$ cat config.mk
export PLATFORM = sky130hd
export DESIGN_NAME = irrigacao_multizona
export DESIGN_NICKNAME = d
export VERILOG_FILES = /design/src/rtl/irrigacao_multizona.sv
export SDC_FILE = /design/constraint.sdc
export NUM_CORES = 1
export LEC_CHECK = 0
export CAP_MARGIN = 20
export CORE_UTILIZATION = 25
export CTS_CLUSTER_SIZE = 12
export DETAILED_ROUTE_END_ITERATION = 16
export PLACE_DENSITY = 0.42
export SLEW_MARGIN = 20
export SYNTH_ARGS = -nofsm -noshare
export SYNTH_HDL_FRONTEND = slang
export SYNTH_SLANG_ARGS = --single-unit
$ cat constraint.sdc
create_clock -name clk -period 2.4 [get_ports clk]
set_clock_uncertainty 0.05 [all_clocks]
set_input_delay 0.36 -clock clk [delete_from_list [all_inputs] [get_ports clk]]
set_output_delay 0.36 -clock clk [all_outputs]
set_load 0.1 [all_outputs]
$ cat src/rtl/irrigacao_multizona.sv
// irrigacao_multizona: N-area irrigation controller sharing one pump.
// A round-robin arbiter picks one dry area, its valve opens for T_REGA
// cycles, then the pump rests for T_PAUSA cycles before the next grant.
// Optional feature macro: IRRIGACAO_EARLY_STOP_EN (a granted area whose
// sensor reports adequate humidity ends its watering early).
module irrigacao_multizona #(
    parameter int N       = 4,
    parameter int T_REGA  = 8,
    parameter int T_PAUSA = 4
) (
    input  logic                 clk,
    input  logic                 rst_n,
    input  logic                 en,
    input  logic [N-1:0]         U,
    output logic [N-1:0]         S,
    output logic [$clog2(N)-1:0] area,
    output logic                 busy,
    output logic                 done
);

    localparam int AW   = $clog2(N);
    localparam int CMAX = (T_REGA > T_PAUSA) ? T_REGA : T_PAUSA;
    localparam int CW   = $clog2(CMAX + 1);

    typedef enum logic [1:0] {
        IDLE  = 2'd0,
        REGA  = 2'd1,
        PAUSA = 2'd2
    } state_t;

    state_t          state_q, state_d;
    logic [CW-1:0]   cnt_q, cnt_d;
    logic [AW-1:0]   ptr_q, ptr_d;
    logic [AW-1:0]   area_q, area_d;
    logic [N-1:0]    s_q, s_d;
    logic            done_q, done_d;

    logic            grant_found;
    logic [AW-1:0]   grant_idx;
    logic [AW-1:0]   next_area;
    logic            early_stop;

    // Round-robin search: first dry area at or after ptr, wrapping mod N.
    always_comb begin
        // NOTE: every combinational output gets a default before any branch so no latch is inferred.
        grant_found = 1'b0;
        grant_idx   = '0;
        for (int k = 0; k < N; k++) begin
            int            s;
            logic [AW-1:0] idx;
            s = int'(ptr_q) + k;
            if (s >= N) s = s - N;
            idx = AW'(s);
            if (!grant_found && U[idx]) begin
                grant_found = 1'b1;
                grant_idx   = idx;
            end
        end
    end

    assign next_area = (area_q == AW'(N - 1)) ? '0 : area_q + AW'(1);

`ifdef IRRIGACAO_EARLY_STOP_EN
    assign early_stop = ~U[area_q];
`else
    assign early_stop = 1'b0;
`endif

    // Next-state and registered-output logic for IDLE / REGA / PAUSA.
    always_comb begin
        state_d = state_q;
        cnt_d   = cnt_q;
        ptr_d   = ptr_q;
        area_d  = area_q;
        s_d     = s_q;
        done_d  = 1'b0;
        case (state_q)
            IDLE: begin
                s_d   = '0;
                cnt_d = '0;
                if (en && grant_found) begin
                    state_d = REGA;
                    area_d  = grant_idx;
                    s_d     = N'(1) << grant_idx;
                end
            end
            REGA: begin
                // Normal end, abort and early stop all share one exit path.
                if (!en || early_stop || cnt_q == CW'(T_REGA - 1)) begin
                    state_d = PAUSA;
                    s_d     = '0;
                    done_d  = 1'b1;
                    cnt_d   = '0;
                    ptr_d   = next_area;
                end else begin
                    cnt_d = cnt_q + CW'(1);
                end
            end
            PAUSA: begin
                s_d = '0;
                if (cnt_q == CW'(T_PAUSA - 1)) begin
                    state_d = IDLE;
                    cnt_d   = '0;
                end else begin
                    cnt_d = cnt_q + CW'(1);
                end
            end
            default: begin
                state_d = IDLE;
                s_d     = '0;
                cnt_d   = '0;
            end
        endcase
    end

    // State and output registers; async reset clears valves immediately.
    always_ff @(posedge clk or negedge rst_n) begin
        if (!rst_n) begin
            state_q <= IDLE;
            cnt_q   <= '0;
            ptr_q   <= '0;
            area_q  <= '0;
            s_q     <= '0;
            done_q  <= 1'b0;
        end else begin
            // NOTE: non-blocking assignments keep every register sampling pre-edge values.
            state_q <= state_d;
            cnt_q   <= cnt_d;
            ptr_q   <= ptr_d;
            area_q  <= area_d;
            s_q     <= s_d;
            done_q  <= done_d;
        end
    end

    assign S    = s_q;
    assign area = area_q;
    assign done = done_q;
    assign busy = (state_q != IDLE);

endmodule

==> results of run 1 <==
-- path summary, 6_finish.rpt --
check,start,endpoint,cells after the start
worst min register to register,cnt_q[0]$_DFF_PN0_,cnt_q[0]$_DFF_PN0_,1
worst max-delay path,en,S[1]$_DFFE_PN0P_,5
worst min-delay path,cnt_q[0]$_DFF_PN0_,cnt_q[0]$_DFF_PN0_,1
max in group asynchronous,rst_n,cnt_q[2]$_DFF_PN0_,1
worst max register to register,state_q[0]$_DFFE_PN0P_,S[1]$_DFFE_PN0P_,6
min in group asynchronous,rst_n,done$_DFF_PN0_,1
-- final cells by class --
| type | count | share of cell area [%] |
|---|---|---|
| clock buffer | 4 | 2.74 |
| inverter | 3 | 1.17 |
| multi-input combinational | 58 | 40.3 |
| sequential | 15 | 39.2 |
| tap | 31 | 4.05 |
| timing repair buffer | 14 | 12.5 |
-- registers in the layout, summed over array words and instances (netlist names) --
| register | count |
|---|---|
| cnt_q | 4 |
| done | 1 |
| S | 4 |
| ptr_q | 2 |
| state_q | 2 |
| area | 2 |
-- routing by layer --
layer	track usage [%]	part of all wire, %	vias up
met3	4.46	5.6	0
met5	0	0	-
met4	1.05	0	0
met2	20.4	51	16
met1	13.7	44	296
li1	-	-	304
-- cells by family (layout without fill, tap and decap cells) --
group | Yosys count | count (layout) | share of synthesized area [%]
simple gates | 29 | 29 | 18.6
flops | 15 | 15 | 48.5
mux | 3 | 3 | 4.37
buf+inv | 3 | 21 | 1.46
fa+ha+maj | 5 | 5 | 8.09
compound gates | 19 | 19 | 16.7
xor+xnor | 2 | 2 | 2.27
-- placed cells by master (no fill, tap or decap), types with 3 or more instances in the layout --
cell type and n:
clkdlybuf4s50_1 6, inv_1 3, nor2_1 6, buf_4 8, clkbuf_4 3, dfrtp_1 15
a21oi_1 5, ha_1 5, mux2_2 3, o31ai_1 5, nor2b_1 4, nand2_1 12
-- stage by stage --
step / util (%) / total power, mW / setup slack, ps / area [sq um] / hold WS (ps)
after floorplan: - / 0.963 / 133 / 773 / 14.4
after global placement: 32.7 / 1.13 / 204 / 932 / 407
after detailed placement: 32.7 / 1.13 / 142 / 932 / 412
after CTS: 33.6 / 1.29 / 442 / 958 / 426
after global routing: 33.6 / 1.37 / 296 / 958 / 443
final: 33.6 / 1.27 / 432 / 958 / 420
-- power groups by stage --
stage          Clock [mW]  Sequential, mW  Combinational (mW)
6_report            0.143           0.395               0.728
5_1_grt             0.164           0.408               0.794
4_1_cts             0.157           0.396               0.733
3_5_place_dp            0           0.402               0.730
3_3_place_gp            0           0.402               0.732
2_1_floorplan           0           0.636               0.327
==> results.toml, run 1 <==
[worst_hold_path]
holdCritPathClass = "reg2reg"

[pwr]
sequentialPowerShare_pct = 31.2
switching_power_mw = 0.669
p_comb_share_pct = 57.5
power.leakage_nw = 0.437
swShare_pct = 52.9
internal-power_mw = 0.597
peakVddDrop_mv = 0.840
power_per_cell_area_nw_per_um2 = 1320
p_clk_share_pct = 11.3

[global_routing]
grt_max_degree = 16
antenna_found_initial = 0
grt_overflow_total = 0
grt_pass1_wl_um = 2880
grt.total_usage_pct = 11.5
grt_pass1_vias = 618

[finish]
area.sequential_sq_um = 375
area_growth_pct = 23.9
diodes = 0
fillers = 308
final_cells = 125
drive_gt1_share_pct = 16.0
multiInputGateArea_sq_um = 387
layout.nets = 107

[flow_run]
maxCapViolCount = 0

[synthesis]
yosys-top-cells-count = "dfrtp_1 (15), nand2_1 (12), nor2_1 (6)"
syn_avg_cell_area_sq_um = 10.2
synth_top_area_cell = "dfrtp_1"
synth_flop_cell = "dfrtp_1"
yosysSeqAreaShare_pct = 48.5
post-synth-top-count-cell = "dfrtp_1"
synth_seq_cells = 15
yosysWarnings = 0
yosysTopAreaCellShare_pct = 48.5
ys_async_sr_fraction_pct = 100
syn_nets = 88
synth_edf_count = 0
yosys.cell_types.count = 24
netlist_instances = 76
synth_area_sq_um = 773
ys_top_cells_by_area = "dfrtp_1 (49%), ha_1 (8.1%), nand2_1 (5.8%)"

[die]
rows = 19
die_h_um = 57.6
start_util_pct = 27.1
core_sq_um = 2850
die_w_um = 57.6
dieArea_sq_um = 3320
pin_count = 15

[sta]
hold_viol = 0
slew_violations = 0
fmax_ghz = 0.508
setup_viol = 0
post-route-period-util_pct = 82.0
worst_slew_pin_slew_ps = 701
finalSetupTns_ps = 0
rsz0062_at_grt = "false"
maxSlewHeadroom_pct = 53.1
period_needed_ps = 1970

[cts]
cts_resized = 0
cts_root_buf = "clkbuf_4"
cts_sinks = 15
numCtsBuffers = 3
htreeDepth = 1
clk_latency_ps = 270
tritoncts = "yes"
path_clk_slew_ps = 90
cts_setup_buffers = 0
cts_hold_buffers = 0
clockBufferDepth = 2

[drt]
drtIter0Drc = 23
drc = 2
drt-total-wl_um = 1640
num_vias = 616
wl_per_cell_um = 13.1
drt.antenna.violating_nets = 0
vias_per_cell = 4.93
dr.pass1.iters = 10

[setup_path]
cp_max_fo = 5
crit_arrival_ps = 2100
crit_required_ps = 2540
worstPathCellList = "clkdlybuf4s50_1, o41ai_1, or2_1, or4b_4, o31ai_1"
crit_family = "simple AND/OR/NAND/NOR gates"
critPathMaxStageDelay_ps = 550
rrSetupSlack_ps = 470
critPathLaunchType = "primary input"
critPathKind = "in2reg"
cp_slowest_cell = "clkdlybuf4s50_1"
endpoint_kind = "flop"
crit_buf_inv = 1

[place]
dp_cells = 121
place.gp.congestion = 0.742
place_hpwl_um = 1280
io_buffers = 14

[status]
status = "finished, violations left"
violations = "DRC"
Note: power is estimated with default switching activity, not from simulation.
==> run 2, diff against run 1 <==
--- a/config.mk
+++ b/config.mk
@@ -9,7 +9,7 @@
 export CORE_UTILIZATION = 25
 export CTS_CLUSTER_SIZE = 12
 export DETAILED_ROUTE_END_ITERATION = 16
-export PLACE_DENSITY = 0.42
+export PLACE_DENSITY = 0.44
 export SLEW_MARGIN = 20
 export SYNTH_ARGS = -nofsm -noshare
 export SYNTH_HDL_FRONTEND = slang
==> constraint.sdc (replaced) <==
create_clock -name clk -period 1.8 [get_ports clk]
set_clock_uncertainty 0.05 [all_clocks]
set_input_delay 0.27 -clock clk [delete_from_list [all_inputs] [get_ports clk]]
set_output_delay 0.27 -clock clk [all_outputs]
set_load 0.1 [all_outputs]
==> run 2 against run 1 <==
  * The flow still finishes with violations (DRC)
  * Final cell count grew 15%
  * Die area is the same
  * Worst setup slack lost 380 ps
  * Design area grew 28%
  * Sequential share of layout area shrank 8.7 points
  * Clock-buffer cell count is the same
  * Register-to-register slack lost 420 ps
  * Clock power grew 35%
  * Worst hold slack lost 170 ps
  * Critical path type is now reg2reg
==> results.toml, run 2 (synthesis gave the netlist of run 1 again) <==
[status]
status = "finished, violations left"
violations = "DRC"

[setup_path]
crit_arrival_ps = 1890
endpoint = "S[3]$_DFFE_PN0P_"
cpMostUsedCell = "inv_2"
r2r-start = "state_q[1]$_DFFE_PN0P_"
rr_endpoint = "S[3]$_DFFE_PN0P_"
cp-startpoint = "state_q[1]$_DFFE_PN0P_"
endpoint_kind = "flop"
rrSetupSlack_ps = 50
cp_slowest_cell = "or4b_4"
cp_max_fo = 3
worstPathCellList = "inv_2, ha_4, inv_2, or2_1, or4b_4, o31ai_2"
crit_required_ps = 1940
critPathKind = "reg2reg"
critPathMaxStageDelay_ps = 550
ff2ff_path_depth = 6
critPathLaunchType = "flop"

[die]
start_util_pct = 27.1
die_w_um = 57.6
core_sq_um = 2850
pin_count = 15
die_h_um = 57.6
dieArea_sq_um = 3320
rows = 19

[sta]
post-route-period-util_pct = 97.0
fmax_ghz = 0.572
period_needed_ps = 1750
rsz0062_at_grt = "true"
worst_slew_pin_slew_ps = 378
slew_violations = 0
setup_viol = 0
finalSetupTns_ps = 0
maxSlewHeadroom_pct = 74.6
hold_viol = 0

[finish]
utilization_pct = 43.2
diodes = 0
layout.nets = 126
area_growth_pct = 59.2
final_cell_mix = "buf_4 (19), dfrtp_1 (15), nand2_1 (12)"
final_common_cell = "buf_4"
design_area_sq_um = 1230
drive_gt1_share_pct = 36.3

[cts]
tritoncts = "yes"
clockBufferDepth = 2
cts_root_buf = "clkbuf_4"
clk_latency_ps = 280
numCtsBuffers = 3
cts_sinks = 15
htreeDepth = 1
path_clk_slew_ps = 90

[drt]
vias_per_cell = 4.72
drtIter0Drc = 16
num_vias = 679
drt.antenna.violating_nets = 0
dr.pass1.iters = 9
drc = 2
wl_per_cell_um = 12.2
drt-total-wl_um = 1750

[place]
place_hpwl_um = 1360
placed_cell_area_sq_um = 1160
place.gp.congestion = 0.824
io_buffers = 14

[pwr]
p_comb_share_pct = 64.5
peakVddDrop_mv = 0.592
power.leakage_nw = 0.561
switching_power_mw = 0.976
swShare_pct = 46.6
power_per_cell_area_nw_per_um2 = 1700
sequentialPowerShare_pct = 26.3
internal-power_mw = 1.12
p_clk_share_pct = 9.2

[global_routing]
antenna_found_initial = 0
grt_overflow_total = 0
grt.total_usage_pct = 11.9
grt_pass1_wl_um = 2970
grt_max_degree = 16
grt_pass1_vias = 704

[worst_hold_path]
holdCritPathClass = "in2async"

[flow_run]
maxCapViolCount = 0
==> run 2: cell types whose count changed in the layout (fill, tap and decap cells not counted), moves of 2 or more <==
cell	change
buf_12	+8
o31ai_1	-2
buf_4	+11
o31ai_2	+2
inv_2	+3
inv_1	-3
==> run 2: worst max-delay path: cells and delay by family, from the launching register on <==
kind	cells	cell delay, ps
and+or+nand+nor	2	770
DFF	1	400
AOI/OAI and AO/OA	1	190
adders and majority gates	1	140
buffers and inverters	2	120
==> run 2: final cells by class <==
cell class,instances,area [sq um]
repair buffers,33,363
inverters,3,11.3
multi-input cells,58,417
fillers,299,1620
flip-flops and latches,15,375
clock buffers,4,26.3
well taps,31,38.8
==> run 2: per-stage QoR <==
stage / setup WS [ps] / total power, mW / hold WS, ps / std cells
detailed placement: -228 / 1.85 / 417 / 138
CTS: -25.8 / 2.06 / 250 / 142
finish: 53.2 / 2.09 / 249 / 144
global route: -7.30 / 2.24 / 237 / 144
global placement: -178 / 1.84 / 404 / 138
floorplan: -467 / 1.28 / -75.6 / 76
==> run 2: how the worst min path moves through the flow <==
stage,from,endpoint,slack [ps],cells past startpoint
6_report,rst_n,ptr_q[0]$_DFFE_PN0P_,250,2
5_1_grt,rst_n,ptr_q[0]$_DFFE_PN0P_,240,2
4_1_cts,rst_n,done$_DFF_PN0_,250,2
3_5_place_dp,cnt_q[0]$_DFF_PN0_,cnt_q[0]$_DFF_PN0_,420,1
3_3_place_gp,cnt_q[0]$_DFF_PN0_,cnt_q[0]$_DFF_PN0_,400,1
2_1_floorplan,rst_n,S[0]$_DFFE_PN0P_,-80,0
==> run 2: timing repair <==
action                     in CTS  in global routing
resized for setup               3                  6
pin swaps                       2                  3
setup endpoints to repair       2                  4
setup buffers                   0                  2
hold buffers                    0                  0
==> run 2: per-layer routing <==
| layer | track usage, % | routed length (um) |
|---|---|---|
| met1 | 12.5 | 710 |
| met2 | 22.9 | 949 |
| met3 | 4.69 | 76 |
| met4 | 1.05 | 17 |
| met5 | 0 | 0 |
==> run 2: power groups by stage <==
stage	Sequential [mW]	Clock [mW]	Combinational, mW
2_1_floorplan	0.848	0	0.436
3_3_place_gp	0.556	0	1.28
3_5_place_dp	0.560	0	1.29
4_1_cts	0.553	0.204	1.30
5_1_grt	0.569	0.223	1.44
6_report	0.551	0.193	1.35
==> run 3, diff against run 2 <==
--- a/config.mk
+++ b/config.mk
@@ -14,3 +14,4 @@
 export SYNTH_ARGS = -nofsm -noshare
 export SYNTH_HDL_FRONTEND = slang
 export SYNTH_SLANG_ARGS = --single-unit
+export TNS_END_PERCENT = 20
==> run 3 against run 2 <==
  * The run still ends with DRC left
  * Register-to-register slack worse by 20 ps
  * Utilization decreased by 0.088 points
  * Global-route usage is 0.75 points lower
  * Power shrank 0.64%
  * Fmax shrank 0.92%
  * Clock-buffer cell count is the same
  * Final cell count down 1.4%
  * Critical endpoint unchanged
==> results.toml, run 3 (synthesis gave the netlist of run 1 again) <==
[status]
status = "finished, violations left"
violations = "DRC"

[finish]
diodes = 0
drive_gt1_share_pct = 35.1
final_common_cell = "buf_4"
layout.nets = 124
area_growth_pct = 58.9
multiInputGateArea_sq_um = 429
fillers = 285
final_cell_mix = "buf_4 (17), dfrtp_1 (15), nand2_1 (12)"
area.sequential_sq_um = 375

[place]
pre_cts_ws_ps = -210
place.gp.congestion = 0.805
place_hpwl_um = 1330
io_buffers = 14

[die]
die_h_um = 57.6
die_w_um = 57.6
pin_count = 15
start_util_pct = 27.1
core_sq_um = 2850
rows = 19
dieArea_sq_um = 3320

[global_routing]
grt_overflow_total = 0
grt_pass1_vias = 644
grt_pass1_wl_um = 2820
grt_max_degree = 16
antenna_found_initial = 0
grt.total_usage_pct = 11.1

[pwr]
fin_total_pwr_mw = 2.08
p_comb_share_pct = 64.5
sequentialPowerShare_pct = 26.6
swShare_pct = 47.0
power.leakage_nw = 0.553
switching_power_mw = 0.979
peakVddDrop_mv = 0.615
power_per_cell_area_nw_per_um2 = 1690
internal-power_mw = 1.10
p_clk_share_pct = 8.9

[cts]
cts_setup_buffers = 0
htreeDepth = 1
clockBufferDepth = 2
clk_latency_ps = 270
cts_sinks = 15
path_clk_slew_ps = 80
tritoncts = "yes"
numCtsBuffers = 3
cts_root_buf = "clkbuf_4"

[sta]
fin_ws_ps = 36.9
fmax_ghz = 0.567
hold_viol = 0
timing.hold.ws_ps = 257
post-route-period-util_pct = 98.0
worst_slew_pin_slew_ps = 404
maxSlewHeadroom_pct = 72.7
finalSetupTns_ps = 0
setup_viol = 0
slew_violations = 0
period_needed_ps = 1760

[drt]
drtIter0Drc = 18
drt.antenna.violating_nets = 0
drc = 1
vias_per_cell = 4.72
drt-total-wl_um = 1690
wl_per_cell_um = 11.9
num_vias = 670
dr.pass1.iters = 10

[setup_path]
cp-startpoint = "state_q[0]$_DFFE_PN0P_"
r2r-start = "state_q[0]$_DFFE_PN0P_"
rr_endpoint = "S[3]$_DFFE_PN0P_"
crit_arrival_ps = 1900
endpoint_kind = "flop"
ff2ff_path_depth = 6
cp_max_fo = 3
critPathKind = "reg2reg"
endpoint = "S[3]$_DFFE_PN0P_"
critPathLaunchType = "flop"
crit_required_ps = 1940
rrSetupSlack_ps = 40

[flow_run]
maxCapViolCount = 0

[worst_hold_path]
holdCritPathClass = "in2async"
==> run 3: changes by cell type in the layout (fill, tap and decap cells not counted), sizes merged <==
cell,before,now
buf,27,25
==> run 3: power groups by stage <==
stage,clock network [mW],logic (mW),registers (mW)
after global routing,0.217,1.44,0.574
final,0.185,1.34,0.554
after detailed placement,0,1.29,0.559
after floorplan,0,0.436,0.848
after CTS,0.200,1.29,0.551
after global placement,0,1.28,0.555
==> run 3: layer usage <==
metal / track usage, % / vias up / share of wire, %
li1: - / 340 / -
met1: 13.6 / 319 / 43
met2: 18.9 / 11 / 53
met3: 4.69 / 0 / 3.9
met4: 1.05 / 0 / 0
met5: 0 / - / 0
==> run 3: final cells by class <==
class / instances / area share [%]
clock buffer: 4 / 2.14
inverter: 3 / 0.916
multi-input combinational: 58 / 34.9
sequential: 15 / 30.5
tap: 31 / 3.16
timing repair buffer: 31 / 28.3
==> run 3: how the worst min path moves through the flow <==
stage | end | slack [ps] | cells after the start
2_1_floorplan | S[0]$_DFFE_PN0P_ | -80 | 0
6_report | ptr_q[0]$_DFFE_PN0P_ | 260 | 2
3_5_place_dp | cnt_q[0]$_DFF_PN0_ | 420 | 1
4_1_cts | ptr_q[0]$_DFFE_PN0P_ | 250 | 2
5_1_grt | ptr_q[0]$_DFFE_PN0P_ | 250 | 2
3_3_place_gp | cnt_q[0]$_DFF_PN0_ | 410 | 1
==> run 3: worst max-delay path, cell delays in order, from the launching register on <==
cell	delay [ps]
dfrtp_1	400
inv_2	80
ha_4	130
inv_2	30
or2_1	220
or4b_4	570
o31ai_4	180
==> run 3: stage by stage <==
stage	cells	utilization, %	instance area [sq um]
2_1_floorplan	76	-	773
3_3_place_gp	138	40.7	1160
3_5_place_dp	138	40.7	1160
4_1_cts	142	41.6	1190
5_1_grt	142	43.1	1230
6_report	142	43.1	1230
==> run 3: timing repair <==
item | in CTS | in global routing
endpoints found under the setup margin | 2 | 4
pin swaps | 0 | 4
hold buffers | 0 | 0
gates resized for setup | 0 | 10
